[src/rtl/boot_seq_pkg.sv]
`default_nettype none
// ============================================================================
// Module      : boot_seq_pkg
// Description : Shared types and constants for the PULPino boot sequencer.
// Revision    : 1.0 - initial release
// ============================================================================
package boot_seq_pkg;

    typedef enum logic [2:0] {
        IDLE      = 3'd0,
        RST_HOLD  = 3'd1,
        SETTLE    = 3'd2,
        CFG       = 3'd3,
        LOAD      = 3'd4,
        FETCH_DLY = 3'd5,
        RUN       = 3'd6,
        DONE      = 3'd7
    } boot_state_t;

    typedef enum logic [1:0] {
        SRC_STANDALONE = 2'd0,
        SRC_PRELOAD    = 2'd1,
        SRC_SPI        = 2'd2
    } load_src_t;

    typedef enum logic [1:0] {
        ST_NONE    = 2'd0,
        ST_PASS    = 2'd1,
        ST_FAIL    = 2'd2,
        ST_TIMEOUT = 2'd3
    } boot_status_t;

    localparam logic [31:0] c_boot_reg_addr = 32'h1A10_7008;
    localparam int unsigned c_cnt_w         = 16;

endpackage
`default_nettype wire

[src/rtl/boot_seq_ctrl_if.sv]
`default_nettype none
// ============================================================================
// Module      : boot_seq_ctrl_if
// Description : Config write request/grant port toward the boot-address register.
// Revision    : 1.0 - initial release
// ============================================================================
interface boot_seq_ctrl_if;
    logic        cfg_req;
    logic [31:0] cfg_addr;
    logic [31:0] cfg_wdata;
    logic        cfg_gnt;

    modport master (output cfg_req, output cfg_addr, output cfg_wdata, input cfg_gnt);
    modport slave  (input cfg_req, input cfg_addr, input cfg_wdata, output cfg_gnt);
endinterface
`default_nettype wire

[src/rtl/boot_seq_cnt.sv]
`default_nettype none
// ============================================================================
// Module      : boot_seq_cnt
// Description : Loadable down-counter with zero flag, shared by the timed phases.
// Revision    : 1.0 - initial release
// ============================================================================
module boot_seq_cnt
    import boot_seq_pkg::*;
#(
    parameter int unsigned WIDTH = c_cnt_w
) (
    input  logic             clk,
    input  logic             rst,
    input  logic             i_load,
    input  logic [WIDTH-1:0] i_load_val,
    input  logic             i_en,
    output logic             o_zero
);

    logic [WIDTH-1:0] r_count;

    always_ff @(posedge clk) begin
        if (rst) begin
            r_count <= '0;
        end else if (i_load) begin
            r_count <= i_load_val;
        end else if (i_en && (r_count != '0)) begin
            r_count <= r_count - WIDTH'(1);
        end
    end

    assign o_zero = (r_count == '0);

endmodule
`default_nettype wire

[src/rtl/boot_seq_ctrl.sv]
`default_nettype none
// ============================================================================
// Module      : boot_seq_ctrl
// Description : Hardware PULPino bring-up: reset, boot-address write, load wait,
//               fetch enable and end-of-computation monitoring.
// Revision    : 1.0 - initial release
// ============================================================================
module boot_seq_ctrl
    import boot_seq_pkg::*;
#(
    parameter int unsigned RST_HOLD_CYCLES  = 16,
    parameter int unsigned SETTLE_CYCLES    = 12,
    parameter int unsigned FETCH_DLY_CYCLES = 5,
    parameter logic [31:0] BOOT_REG_ADDR    = c_boot_reg_addr,
    parameter int unsigned EOC_BIT          = 8,
    parameter int unsigned RES_BIT          = 9
) (
    input  logic             clk,
    input  logic             rst,
    input  logic             start_i,
    input  logic             abort_i,
    input  logic [1:0]       load_src_i,
    input  logic [31:0]      boot_addr_i,
    input  logic [31:0]      timeout_i,
    input  logic             load_done_i,
    boot_seq_ctrl_if.master  cfg,
    output logic             core_rst_no,
    output logic             fetch_enable_o,
    input  logic [31:0]      gpio_out_i,
    output logic             busy_o,
    output logic             done_o,
    output logic [1:0]       status_o
);

    // Counter holds N-1 on entry so a phase lasts exactly N cycles.
    localparam logic [c_cnt_w-1:0] c_rst_hold_ld  = c_cnt_w'(RST_HOLD_CYCLES - 1);
    localparam logic [c_cnt_w-1:0] c_settle_ld    = c_cnt_w'(SETTLE_CYCLES - 1);
    localparam logic [c_cnt_w-1:0] c_fetch_dly_ld = c_cnt_w'(FETCH_DLY_CYCLES - 1);

    boot_state_t         r_state;
    boot_state_t         w_next;
    boot_status_t        r_status;
    boot_status_t        w_next_status;
    logic [1:0]          r_src;
    logic [31:0]         r_boot_addr;
    logic [31:0]         r_timeout;
    logic [31:0]         r_run_cnt;
    logic                w_busy;
    logic                w_standalone;
    logic                w_tmo_hit;
    logic                w_cnt_load;
    logic                w_cnt_en;
    logic                w_cnt_zero;
    logic [c_cnt_w-1:0]  w_cnt_val;
    logic                w_unused_gpio;

    assign w_busy       = (r_state != IDLE) && (r_state != DONE);
    assign w_standalone = (r_src == SRC_STANDALONE);
    assign w_tmo_hit    = (r_timeout != 32'd0) && (r_run_cnt == r_timeout - 32'd1);
    assign w_unused_gpio = ^gpio_out_i;

    always_ff @(posedge clk) begin
        if (rst) begin
            r_state     <= IDLE;
            r_status    <= ST_NONE;
            r_src       <= '0;
            r_boot_addr <= '0;
            r_timeout   <= '0;
            r_run_cnt   <= '0;
        end else begin
            r_state  <= w_next;
            r_status <= w_next_status;
            if (!w_busy && start_i) begin
                r_src       <= load_src_i;
                r_boot_addr <= boot_addr_i;
                r_timeout   <= timeout_i;
            end
            r_run_cnt <= (r_state == RUN) ? r_run_cnt + 32'd1 : 32'd0;
        end
    end

    always_comb begin
        w_next        = r_state;
        w_next_status = r_status;
        case (r_state)
            IDLE, DONE: begin
                if (start_i) begin
                    w_next        = RST_HOLD;
                    w_next_status = ST_NONE;
                end
            end
            RST_HOLD:  if (w_cnt_zero) w_next = SETTLE;
            SETTLE:    if (w_cnt_zero) w_next = w_standalone ? LOAD : CFG;
            CFG:       if (cfg.cfg_gnt) w_next = LOAD;
            LOAD:      if (w_standalone || load_done_i) w_next = FETCH_DLY;
            FETCH_DLY: if (w_cnt_zero) w_next = RUN;
            RUN: begin
                if (gpio_out_i[EOC_BIT]) begin
                    w_next        = DONE;
                    w_next_status = gpio_out_i[RES_BIT] ? ST_FAIL : ST_PASS;
                end else if (w_tmo_hit) begin
                    w_next        = DONE;
                    w_next_status = ST_TIMEOUT;
                end
            end
            default:   w_next = IDLE;
        endcase
        if (abort_i && w_busy) begin
            w_next        = IDLE;
            w_next_status = ST_NONE;
        end
    end

    always_comb begin
        w_cnt_val = '0;
        case (w_next)
            RST_HOLD:  w_cnt_val = c_rst_hold_ld;
            SETTLE:    w_cnt_val = c_settle_ld;
            FETCH_DLY: w_cnt_val = c_fetch_dly_ld;
            default:   w_cnt_val = '0;
        endcase
    end

    assign w_cnt_load = (w_next != r_state) &&
                        ((w_next == RST_HOLD) || (w_next == SETTLE) || (w_next == FETCH_DLY));
    assign w_cnt_en   = (r_state == RST_HOLD) || (r_state == SETTLE) || (r_state == FETCH_DLY);

    boot_seq_cnt #(
        .WIDTH (c_cnt_w)
    ) u_phase_cnt (
        .clk        (clk),
        .rst        (rst),
        .i_load     (w_cnt_load),
        .i_load_val (w_cnt_val),
        .i_en       (w_cnt_en),
        .o_zero     (w_cnt_zero)
    );

    assign core_rst_no    = (r_state != IDLE) && (r_state != RST_HOLD);
    assign fetch_enable_o = (r_state == RUN);
    assign cfg.cfg_req    = (r_state == CFG);
    assign cfg.cfg_addr   = (r_state == CFG) ? BOOT_REG_ADDR : 32'd0;
    assign cfg.cfg_wdata  = (r_state == CFG) ? r_boot_addr : 32'd0;
    assign busy_o         = w_busy;
    assign done_o         = (r_state == DONE);
    assign status_o       = r_status;

endmodule
`default_nettype wire

[src/flat_wrapper.sv]
// flat-port wrapper written by rule: the top's interface ports become plain ports
module boot_seq_ctrl_flat import boot_seq_pkg::*;
#(
    parameter int unsigned RST_HOLD_CYCLES  = 16,
    parameter int unsigned SETTLE_CYCLES    = 12,
    parameter int unsigned FETCH_DLY_CYCLES = 5,
    parameter logic [31:0] BOOT_REG_ADDR    = c_boot_reg_addr,
    parameter int unsigned EOC_BIT          = 8,
    parameter int unsigned RES_BIT          = 9
)
  (clk, rst, start_i, abort_i, load_src_i, boot_addr_i, timeout_i, load_done_i, core_rst_no, fetch_enable_o, gpio_out_i, busy_o, done_o, status_o, cfg_cfg_req, cfg_cfg_addr, cfg_cfg_wdata, cfg_cfg_gnt);
  boot_seq_ctrl_if cfg_i ();
  input  logic clk;
  input  logic rst;
  input  logic start_i;
  input  logic abort_i;
  input  logic [1:0] load_src_i;
  input  logic [31:0] boot_addr_i;
  input  logic [31:0] timeout_i;
  input  logic load_done_i;
  output logic core_rst_no;
  output logic fetch_enable_o;
  input  logic [31:0] gpio_out_i;
  output logic busy_o;
  output logic done_o;
  output logic [1:0] status_o;
  output wire logic [$bits(cfg_i.cfg_req)-1:0] cfg_cfg_req;
  output wire logic [$bits(cfg_i.cfg_addr)-1:0] cfg_cfg_addr;
  output wire logic [$bits(cfg_i.cfg_wdata)-1:0] cfg_cfg_wdata;
  input wire logic [$bits(cfg_i.cfg_gnt)-1:0] cfg_cfg_gnt;
  assign cfg_cfg_req = cfg_i.cfg_req;
  assign cfg_cfg_addr = cfg_i.cfg_addr;
  assign cfg_cfg_wdata = cfg_i.cfg_wdata;
  assign cfg_i.cfg_gnt = cfg_cfg_gnt;
  boot_seq_ctrl #(.RST_HOLD_CYCLES(RST_HOLD_CYCLES), .SETTLE_CYCLES(SETTLE_CYCLES), .FETCH_DLY_CYCLES(FETCH_DLY_CYCLES), .BOOT_REG_ADDR(BOOT_REG_ADDR), .EOC_BIT(EOC_BIT), .RES_BIT(RES_BIT)) u_core (.clk(clk), .rst(rst), .start_i(start_i), .abort_i(abort_i), .load_src_i(load_src_i), .boot_addr_i(boot_addr_i), .timeout_i(timeout_i), .load_done_i(load_done_i), .cfg(cfg_i), .core_rst_no(core_rst_no), .fetch_enable_o(fetch_enable_o), .gpio_out_i(gpio_out_i), .busy_o(busy_o), .done_o(done_o), .status_o(status_o));
endmodule
[config.mk]
export PLATFORM = sky130hd
export DESIGN_NAME = boot_seq_ctrl_flat
export DESIGN_NICKNAME = d
export VERILOG_FILES = /design/src/rtl/boot_seq_pkg.sv /design/src/rtl/boot_seq_ctrl_if.sv /design/src/rtl/boot_seq_cnt.sv /design/src/rtl/boot_seq_ctrl.sv /design/src/flat_wrapper.sv
export SDC_FILE = /design/constraint.sdc
export NUM_CORES = 1
export LEC_CHECK = 0
export ABC_CLOCK_PERIOD_IN_PS = 5500
export BUFFER_PORTS_ARGS = -buffer_cell sky130_fd_sc_hd__buf_2
export CAP_MARGIN = 20
export CELL_PAD_IN_SITES_DETAIL_PLACEMENT = 1
export CELL_PAD_IN_SITES_GLOBAL_PLACEMENT = 2
export CORE_MARGIN = 8
export CORE_UTILIZATION = 32
export DETAILED_ROUTE_END_ITERATION = 8
export GPL_ROUTABILITY_DRIVEN = 0
export PLACE_DENSITY = 0.86
export SLEW_MARGIN = 20
export SYNTH_ARGS = -nofsm -noshare
export SYNTH_HDL_FRONTEND = slang
export SYNTH_HIERARCHICAL = 1
export SYNTH_SLANG_ARGS = --single-unit
export TNS_END_PERCENT = 50
[constraint.sdc]
create_clock -name clk -period 5.5 [get_ports clk]
set_input_delay 0.275 -clock clk [delete_from_list [all_inputs] [get_ports clk]]
set_output_delay 0.275 -clock clk [all_outputs]
set_load 0.02 [all_outputs]
# == After elaboration in Yosys (flattened, before gate mapping) ==
# Index checks and enable logic that the tools add are counted.
# op_classes
addsub,3
reduce_logical,25
bitwise,1
eq_ne,16
mux,21
# ops
cell,n
adder 32 x 1 -> 32 bit (second input constant),1
equality test 32 bit,1
2-to-1 mux 16 bit,2
2-to-1 mux 32 bit,1
nonzero test 32 bit,1
subtractor 32 x 1 -> 32 bit (second input constant),1
2-to-1 mux 3 bit,10
2-to-1 mux 29 bit,1
one-hot mux 3 bit (7 select lines),1
logical NOT 16 bit,1
nonzero test 16 bit,1
subtractor 16 x 1 -> 16 bit (second input constant),1
equality test 3 bit (second input constant),5
one-hot mux 4 bit (3 select lines),1
equality test 3 x 2 -> 1 bit (second input constant),3
2-to-1 mux 2 bit,4
logical AND 1 bit,7
equality test 3 x 1 -> 1 bit (second input constant),2
inequality test 3 x 1 -> 1 bit (second input constant),2
OR reduction 2 bit,3
logical OR 1 bit,5
one-hot mux 2 bit (2 select lines),1
nonzero test 2 bit,2
logical NOT 3 bit,1
other kinds (8),8
# totals
inputBits,104
register_bits,119
wordCells,73

# == Longest topological paths before layout ==
# Gate-level depths: netlist of run 1.
# depth
ltp_word,12
depth_mapped,17
ltp_nobuf,15

# == Hierarchy ==
# The synthesis of run 1 kept the hierarchy.
# modules_own_cells
mod,n_inst,cells_per_inst,area_per_inst_um2,seq_area_each_um2
boot_seq_ctrl,1,755,5655.4,2062.0
boot_seq_cnt,1,130,1143.6,320.3

# == Worst setup path after synthesis of run 1 ==
# Ideal clock, no wire load.
# synth_timing
path_type,flip-flop to flip-flop
startpoint,register u_core.r_timeout[14]
endpoint,register u_core.u_phase_cnt.r_count[2]
setup_time_ps,95
path_stages_with_launch,14
required_ps,5405
t_arrival_ps,3625
n_path_buf,3
setup_slack_ps,1779
path_cell_list,dfxtp_1 or4_1 buf_2 or4_4 xor2_1 or4_1 a22oi_1 and3b_1 a31oi_1 mux2i_1 clkbuf_1 buf_2 a21oi_1 a221oi_1
# synth_between
elab_chain_cells,12
# synth_rtl
item,line_no,text
"start, declared",boot_seq_ctrl.sv:46,logic [31:0] r_timeout;
"start signal, assigned",boot_seq_ctrl.sv:76,r_timeout <= timeout_i;
subtractor 32 x 1 -> 32 bit,boot_seq_ctrl.sv:59,assign w_tmo_hit = (r_timeout != 32'd0) && (r_run_cnt == r_timeout - 32'd1);
equality test 32 bit,boot_seq_ctrl.sv:59,
logical AND 1 bit *,boot_seq_ctrl.sv:59,
2-to-1 mux 3 bit *,boot_seq_ctrl.sv:101,end else if (w_tmo_hit) begin
2-to-1 mux 3 bit *,boot_seq_ctrl.sv:98,if (gpio_out_i[EOC_BIT]) begin
one-hot mux 3 bit (7 select lines) *,boot_seq_ctrl.sv:85,case (r_state)
2-to-1 mux 3 bit *,boot_seq_ctrl.sv:108,if (abort_i && w_busy) begin
equality test 3 x 1 -> 1 bit / equality test 3 x 2 -> 1 bit (equally long branches),boot_seq_ctrl.sv:125,((w_next == RST_HOLD) || (w_next == SETTLE) || (w_next == FETCH_DLY));
logical OR 1 bit (2 in a row),boot_seq_ctrl.sv:125,
logical AND 1 bit *,boot_seq_ctrl.sv:124,assign w_cnt_load = (w_next != r_state) &&
via u_core.w_cnt_load,boot_seq_ctrl.sv:51,logic w_cnt_load;
2-to-1 mux 16 bit / nonzero test 2 bit (equally long branches),n/a,
"end signal, assigned",boot_seq_cnt.sv:26,r_count <= i_load_val;
"end signal, assigned",boot_seq_cnt.sv:28,r_count <= r_count - WIDTH'(1);
"end, declared",boot_seq_cnt.sv:20,logic [WIDTH-1:0] r_count;
# Mark *: on every way through the listed nets, which the timed path passes. The rest lies on a longest branch.
# A chain may end at the register's enable or synchronous reset.

# == Final worst setup path of run 1 ==
# layout_timing
startpoint,register u_core.r_timeout[0]
endpoint,register u_core.u_phase_cnt.r_count[11]
# The elaborated chain is that of the path after synthesis.

==> results.md, run 1 <==
- GRT Total Usage: 15.7%
- Pleak: 3.17 nW
- Port Buffer Count: 120
- Setup CP Type: reg2reg
- Post-synth design cell area: 0.00680 mm2
- EDFF count, synth: 0
- Crit end category: flop
- Full die area: 0.0262 mm2
- Area grow syn2layout: 19.2%
- Die H: 162 um
- #FFs+latches synth: 119
- Adder-cell area share of the yosys netlist: 0.736%
- # IOs: 175
- Initial core utilization: 32.4%
- Top post-synthesis cells by count: nand2_1 (164), dfxtp_1 (119), a21oi_1 (82)
- Clk sinks: 119
- Critical Path AT: 4.86 ns
- Via density: 5.01
- Fmax: 220 MHz
- Layout cells sized above 1: 19.0%
- Synth area leader: dfxtp_1
- Final HPWL DP: 14900 um
- Outcome: finished clean
- Register area share after synthesis: 35.0%
- Post-route minimum period: 4.55 ns
- Core area: 0.0210 mm2
- Worst Tran Pin Value: 0.798 ns
- CTS buffer count: 17
- CP max FO: 11
- Largest family of logic cells by synthesized area: simple AND/OR/NAND/NOR gates
- Most frequent cell after synthesis: nand2_1
- Worst setup SP type: flop
- Final wirelength: 20500 um
- CTS tree: built
- Post-Synthesis Cells: 885
- Post-CTS sizing: 0
- NumNets Final: 1090
- Setup TNS: 0 ns
- Clock H-tree levels: 4
- Cell Area, Placed: 0.00751 mm2
- Maxcap violations: 0
- Unique masters post-synth: 74
- Final antenna-violating net count: 0
- Vias in the first global route: 6477
- Iter 0 DRT Violations: 314
- Ranking of synthesized cells by area: dfxtp_1 (35%), nand2_1 (9.1%), a21oi_1 (6.0%)
- Largest net degree at the start of global routing: 57
- Min-delay worst type: in2reg
- P per Cell Area: 320 mW/mm2
- Routed len/inst: 16.1 um
- Hold Buf Count CTS: 0
- Layout fillers: 2655
- Cell Rows: 53
- Compound-cell area share of the yosys netlist: 15.7%
- Postcts setup bufs: 0
- Slew Limit Fails: 0
- Top FF cell, synth: dfxtp_1
- Peak supply drop: 186 uV
- Final clock skew: 0.0221 ns
- Vias: 6362
- Final setup violation count: 0
- Slew headroom: 46.8%
- Final Hold Fails: 0
- Initial antenna violation count: 0
- Simple-Gate Fraction of Synth Area: 31.5%
- Grt ovf: 0
- Area of the multi-input gates: 0.00404 mm2
- Post-synth ARST share: 0%
- Mux share of post-synthesis cell area: 0.883%
- Clk_lat worst skew: 0.43 ns
- Diode count: 0
- Clock tree buffer depth: 2
- Avg Cell Area, Syn: 7.68 um2
- Synth Area in XOR/XNOR: 8.37%
- Final period util: 82.7%
- CTS clk-pin slew, worst paths: 0.07 ns
- TritonRoute pass-1 iters: 4
- Clock Tree Root: clkbuf_16
- RSZ-0062 raised after global routing: no
- First-pass GRT wire length: 33500 um
- Synth top area share: 35.0%
- DRC viols: 0
- Final instance area: 0.00810 mm2
- Die width: 162 um
- Synth warnings: 6
- Seq. cell area: 0.00238 mm2
- Required time worst endpoint: 5.82 ns
## area by class of cell
type | instances | area share (%)
well taps | 275 | 4.25
clock buffers | 17 | 5.25
flip-flops and latches | 119 | 29.4
multi-input cells | 696 | 49.9
clock inverters | 15 | 2.10
repair buffers | 128 | 8.15
inverters | 20 | 0.927
## kinds of logic (layout without fill, tap and decap cells)
logic type | Yosys count | count (layout)
compound gates | 168 | 168
xor+xnor | 65 | 65
fa+ha+maj | 4 | 4
buf+inv | 105 | 180
flops | 119 | 119
mux | 6 | 6
other cells | 1 | 36
simple gates | 417 | 417
## registers in the layout, summed over array words and instances (netlist names)
signal,count
u_core/r_run_cnt,32
u_core/r_state,3
u_core/r_src,2
u_core/status_o,2
u_core/r_boot_addr,32
u_core/r_timeout,32
u_core/u_phase_cnt/r_count,16
## metrics by stage
stage	std cells	total power [mW]	setup WS [ns]	hold slack, ns	utilization (%)
after floorplan	920	1.36	1.78	0.411	-
after global routing	1270	2.72	0.378	0.0735	38.7
after global placement	1238	1.46	1.13	0.438	35.8
final	1270	2.59	0.952	0.0696	38.7
after CTS	1270	2.63	0.906	0.0527	38.7
after detailed placement	1238	1.48	0.975	0.446	35.8
## worst paths after layout
kind / slack, ns / endpoint / from / depth (start not counted)
worst max-delay path: 0.95 / u_core/u_phase_cnt/r_count[11]$_SDFFE_PP0P_ / u_core/r_timeout[0]$_SDFFE_PP0P_ / 14
worst min-delay path: 0.07 / u_core/r_boot_addr[16]$_SDFFE_PP0P_ / boot_addr_i[16] / 3
worst max register to register: 0.95 / u_core/u_phase_cnt/r_count[11]$_SDFFE_PP0P_ / u_core/r_timeout[0]$_SDFFE_PP0P_ / 14
worst min register to register: 0.45 / u_core/r_boot_addr[25]$_SDFFE_PP0P_ / u_core/r_boot_addr[25]$_SDFFE_PP0P_ / 2
## report_power, final
part           internal, mW  switching, mW
combinational         0.182          0.293
sequential            0.916         0.0671
clock                 0.650          0.485
## critical path, stage by stage, from the launching register on
cell,delay [ns]
dfxtp_1,0.38
inv_1,0.10
ha_1,0.29
nor4b_1,0.40
nand4_1,0.44
nor4_2,0.37
xnor2_1,0.12
a2111oi_0,0.57
and4_1,0.35
a31oi_1,0.17
mux2i_1,0.27
clkinv_1,0.29
buf_4,0.27
and4_1,0.19
a2111oi_2,0.21
## routing by layer
layer	part of all wire, %	up-vias	track usage [%]
met5	0	-	0
li1	-	3187	-
met4	1.4	0	5.30
met2	49	100	26.9
met3	3.7	16	3.47
met1	46	3059	19.1
## cells in the final DEF, fill, tap and decap left out, types with 7 or more instances in the layout
master,n
nand3_1,23
clkbuf_16,17
conb_1,36
and3_1,9
nor4_1,9
buf_4,8
nor2_1,61
or4_1,7
inv_1,18
o21ai_0,21
a21oi_1,82
xor2_1,28
buf_2,120
nor3_1,28
nor2b_1,8
dfxtp_1,119
or3_1,10
inv_8,8
and2_1,35
nand2_1,164
nand4_1,14
xnor2_1,37
(Power assumes the default switching activity.)
==> inputs of run 2 (changes only) <==
Settings changed: ABC_CLOCK_PERIOD_IN_PS 5500 to 4600, CORE_UTILIZATION 32 to 30, PLACE_DENSITY 0.86 to 0.81.
Clock period 5.5 ns to 4.6 ns, I/O delays scaled along.
==> run 2 against run 1 <==
Core utilization down 2.0 points. Sequential share of layout area down 0.40 points. Critical path depth down 2. Die area up 6.0%. First-iteration DRC count down 27%. Clock-buffer cell count up 1. Critical path type unchanged. Largest power group unchanged. Highest routed layer unchanged.
==> results.md, run 2 (same netlist as run 1, synthesis figures left out) <==
- Clk_lat worst skew: 0.42 ns
- Critical Path AT: 4.41 ns
- Power Total: 3.16 mW
- Vias: 6422
- Full die area: 0.0277 mm2
- Crit end category: flop
- Commonest non-fill, non-tap cell in the layout: nand2_1
- Final Hold Fails: 0
- Area grow syn2layout: 20.8%
- Peak supply drop: 235 uV
- Setup CP Type: reg2reg
- Worst setup SP type: flop
- Grt ovf: 0
- Post-CTS sizing: 0
- Hold Buf Count CTS: 0
- Layout fillers: 2796
- Buf+Inv Stages, Crit Path: 2
- Final wirelength: 20900 um
- Outcome: finished clean
- CP max stage delay: 0.71 ns
- CP Cell Sequence: or4_1 -> or4_4 -> nor4_2 -> xnor2_1 -> a2111oi_0 -> and4_1 -> a31oi_1 -> mux2i_1 -> clkinv_1 -> buf_4 -> and4_1 -> a2111oi_2
- Critical path's most frequent cell: and4_1
- Fin cells: 1290
- Routed len/inst: 16.2 um
- Die H: 167 um
- Crit path max-delay cell type: or4_1
- GRT Total Usage: 15.1%
- Final HPWL DP: 15600 um
- Post-Route Utilization: 36.6%
- Final clock skew: 0.0113 ns
- Area of the multi-input gates: 0.00405 mm2
- Initial core utilization: 30.3%
- Commonest cells after routing, fill and taps aside: nand2_1 (164), buf_2 (120), dfxtp_1 (119), a21oi_1 (82), nor2_1 (61)
- Final period util: 89.2%
- First-pass GRT wire length: 34200 um
- # IOs: 175
- TritonRoute pass-1 iters: 4
- Diode count: 0
- Clk sinks: 119
- Required time worst endpoint: 4.91 ns
- Clock tree buffer depth: 2
- Clock H-tree levels: 4
- Largest regs: u_core/r_boot_addr (32), u_core/r_run_cnt (32), u_core/r_timeout (32)
- DP Cell Count: 1258
- Slew Limit Fails: 0
- Cell Rows: 55
- Pleak: 3.23 nW
- Clock Tree Root: clkbuf_16
- Final antenna-violating net count: 0
- WHS: 0.0399 ns
- Maxcap violations: 0
- P per Cell Area: 385 mW/mm2
- Min-delay worst type: in2reg
- Final setup violation count: 0
- NumNets Final: 1100
- RSZ-0062 raised after global routing: no
- Die width: 167 um
- DRC viols: 0
- Iter 0 DRT Violations: 230
- Slew headroom: 43.9%
- Core area: 0.0224 mm2
- Fmax: 244 MHz
- Post-route minimum period: 4.10 ns
- Postcts setup bufs: 0
- CTS tree: built
- Initial antenna violation count: 0
- CP max FO: 8
- Worst Tran Pin Value: 0.841 ns
- CTS clk-pin slew, worst paths: 0.07 ns
- Via density: 4.98
- Vias in the first global route: 6597
- Largest net degree at the start of global routing: 51
- Seq. cell area: 0.00238 mm2
- Setup TNS: 0 ns
- Top delay family on crit path: simple AND/OR/NAND/NOR gates
- CTS buffer count: 17
- Layout cells sized above 1: 19.8%
- Port Buffer Count: 120
==> run 2: routing by layer <==
layer,wire (um),global-route usage (%)
met1,9990,18.7
met2,10100,25.9
met3,600,3.38
met4,191,3.88
met5,0,0
==> run 2: final timing paths <==
kind                                      start  cells after the start                                     endpoint  slack (ns)
max           u_core/r_timeout[14]$_SDFFE_PP0P_                     12  u_core/u_phase_cnt/r_count[11]$_SDFFE_PP0P_        0.50
min                             boot_addr_i[23]                      3          u_core/r_boot_addr[23]$_SDFFE_PP0P_        0.04
max reg2reg   u_core/r_timeout[14]$_SDFFE_PP0P_                     12  u_core/u_phase_cnt/r_count[11]$_SDFFE_PP0P_        0.50
min reg2reg  u_core/r_boot_addr[4]$_SDFFE_PP0P_                      2           u_core/r_boot_addr[4]$_SDFFE_PP0P_        0.45
==> run 2: tightest hold or removal path, delay by kind of cell <==
family          cells  cell delay (ns)
simple gates        1             0.04
compound gates      1             0.05
buf+inv             1             0.09
==> run 2: power breakdown <==
group	switching, mW	leakage [nW]	total, mW	internal (mW)
clock network	0.563	0.303	1.40	0.841
logic	0.361	1.96	0.590	0.229
registers	0.0743	0.973	1.17	1.10
==> run 2: layout make-up <==
class / count / share of cell area (%)
Multi-Input combinational cell: 696 / 49.3
Inverter: 20 / 0.914
Sequential cell: 119 / 29.0
Clock inverter: 14 / 2.15
Clock buffer: 18 / 5.35
Tap cell: 285 / 4.34
Timing Repair Buffer: 138 / 8.96
==> run 2: per-stage QoR <==
stage	setup WS (ns)	area, um2
floorplan	0.879	6930
global placement	0.643	7590
detailed placement	0.491	7590
CTS	0.473	8210
global route	0.193	8210
finish	0.499	8210
==> inputs of run 3 (changes only) <==
Settings changed: ABC_CLOCK_PERIOD_IN_PS 4600 to 4700.
Clock period 4.6 ns to 4.7 ns, I/O delays scaled along.
==> run 3 against run 2 <==
Combinational power fell by 3.4%. Sequential power barely moved. Global-route usage fell by 0.059 points. Cell count fell by 0.16%. Critical endpoint is now u_core/u_phase_cnt/r_count[1]$_SDFFE_PP0P_.
==> results.md, run 3 (same netlist as run 1, synthesis figures left out) <==
- Outcome: finished clean
- Hold Buf Count CTS: 0
- P per Cell Area: 371 mW/mm2
- Routed len/inst: 16.1 um
- First-pass GRT wire length: 34100 um
- Clock H-tree levels: 4
- Via density: 4.95
- Die width: 167 um
- Min-delay worst type: in2reg
- Peak supply drop: 222 uV
- TritonRoute pass-1 iters: 4
- Clock tree buffer depth: 2
- Commonest non-fill, non-tap cell in the layout: nand2_1
- Vias in the first global route: 6378
- Commonest cells after routing, fill and taps aside: nand2_1 (164), buf_2 (120), dfxtp_1 (119), a21oi_1 (82), nor2_1 (61)
- Maxcap violations: 0
- Fmax: 244 MHz
- CTS clk-pin slew, worst paths: 0.06 ns
- Final HPWL DP: 15600 um
- Final Hold Fails: 0
- Final wirelength: 20800 um
- Final clock skew: 0.00955 ns
- Vias: 6370
- GRT Total Usage: 15.0%
- DRC viols: 0
- Post-Route Utilization: 36.4%
- Postcts setup bufs: 0
- Critical Path AT: 4.41 ns
- Slew headroom: 44.3%
- Final setup violation count: 0
- Slew Limit Fails: 0
- Required time worst endpoint: 5.01 ns
- Cell Rows: 55
- Die H: 167 um
- Setup TNS: 0 ns
- Grt ovf: 0
- Clock Tree Root: clkbuf_16
- Largest regs: u_core/r_boot_addr (32), u_core/r_run_cnt (32), u_core/r_timeout (32)
- CP max FO: 20
- NumNets Final: 1098
- Largest net degree at the start of global routing: 51
- Setup CP Type: reg2reg
- Diode count: 0
- Layout cells sized above 1: 19.6%
- Port Buffer Count: 120
- Initial core utilization: 30.3%
- CTS buffer count: 17
- Power Total: 3.03 mW
- Area grow syn2layout: 20.2%
- Clk_lat worst skew: 0.42 ns
- # IOs: 175
- Worst setup SP type: flop
- Post-route minimum period: 4.10 ns
- RSZ-0062 raised after global routing: no
- Core area: 0.0224 mm2
- Worst Tran Pin Value: 0.836 ns
- Initial antenna violation count: 0
- CTS tree: built
- Clk sinks: 119
- Final period util: 87.3%
- Final antenna-violating net count: 0
- Crit end category: flop
- Iter 0 DRT Violations: 302
- Post-CTS sizing: 0
- Full die area: 0.0277 mm2
- Pleak: 3.21 nW
-- run 3: changes by cell type in the layout (fill, tap and decap cells not counted) --
| cell | before | now |
|---|---|---|
| nor2_2 | 1 | 2 |
| clkinv_4 | 0 | 4 |
| nor2_4 | 2 | 1 |
| clkbuf_8 | 1 | 0 |
| buf_4 | 18 | 16 |
| inv_6 | 6 | 5 |
| inv_8 | 5 | 1 |
| clkinv_2 | 0 | 2 |
-- run 3: final timing paths --
check                                            from                                         end  slack [ns]  cells after the start
setup reg to reg    u_core/r_timeout[14]$_SDFFE_PP0P_  u_core/u_phase_cnt/r_count[1]$_SDFFE_PP0P_        0.60                     11
setup / recovery    u_core/r_timeout[14]$_SDFFE_PP0P_  u_core/u_phase_cnt/r_count[1]$_SDFFE_PP0P_        0.60                     11
hold / removal                          timeout_i[26]           u_core/r_timeout[26]$_SDFFE_PP0P_        0.05                      3
hold reg to reg   u_core/r_boot_addr[20]$_SDFFE_PP0P_         u_core/r_boot_addr[20]$_SDFFE_PP0P_        0.45                      2
-- run 3: cell type report --
class	count	area, um2
Multi-Input combinational cell	696	4040
Clock buffer	17	425
Inverter	20	75.1
Sequential cell	119	2380
Timing Repair Buffer	136	721
Clock inverter	15	168
Tap cell	285	357
Fill cell	2780	14300
-- run 3: worst max-delay path, stage by stage (launching register included) --
cell and delay [ns]:
dfxtp_1 0.38, or4_1 0.71, or4_4 0.56, nor4_2 0.18, xnor2_1 0.10, a2111oi_0 0.48
and4_1 0.36, a31oi_1 0.19, mux2i_1 0.27, buf_4 0.30, nor3_1 0.09, a311o_1 0.36
-- run 3: metrics by stage --
step | instances | hold WS [ns] | setup WS [ns] | area (um2)
floorplan | 920 | 0.371 | 0.979 | 6930
global placement | 1256 | 0.438 | 0.730 | 7580
detailed placement | 1256 | 0.442 | 0.582 | 7580
CTS | 1288 | 0.0267 | 0.557 | 8170
global route | 1288 | 0.0270 | 0.238 | 8170
finish | 1288 | 0.0452 | 0.598 | 8170
-- run 3: routing by layer --
metal / wire, um / vias up / GRT usage [%]
li1: - / 3208 / -
met1: 9790 / 3055 / 19.0
met2: 10100 / 93 / 25.3
met3: 741 / 14 / 3.55
met4: 182 / 0 / 3.76
met5: 0 / - / 0
-- run 3: power breakdown --
part	internal (mW)	switching (mW)	leakage, nW
clock	0.792	0.521	0.291
sequential	1.07	0.0761	0.973
combinational	0.222	0.349	1.95
total	2.09	0.946	3.21
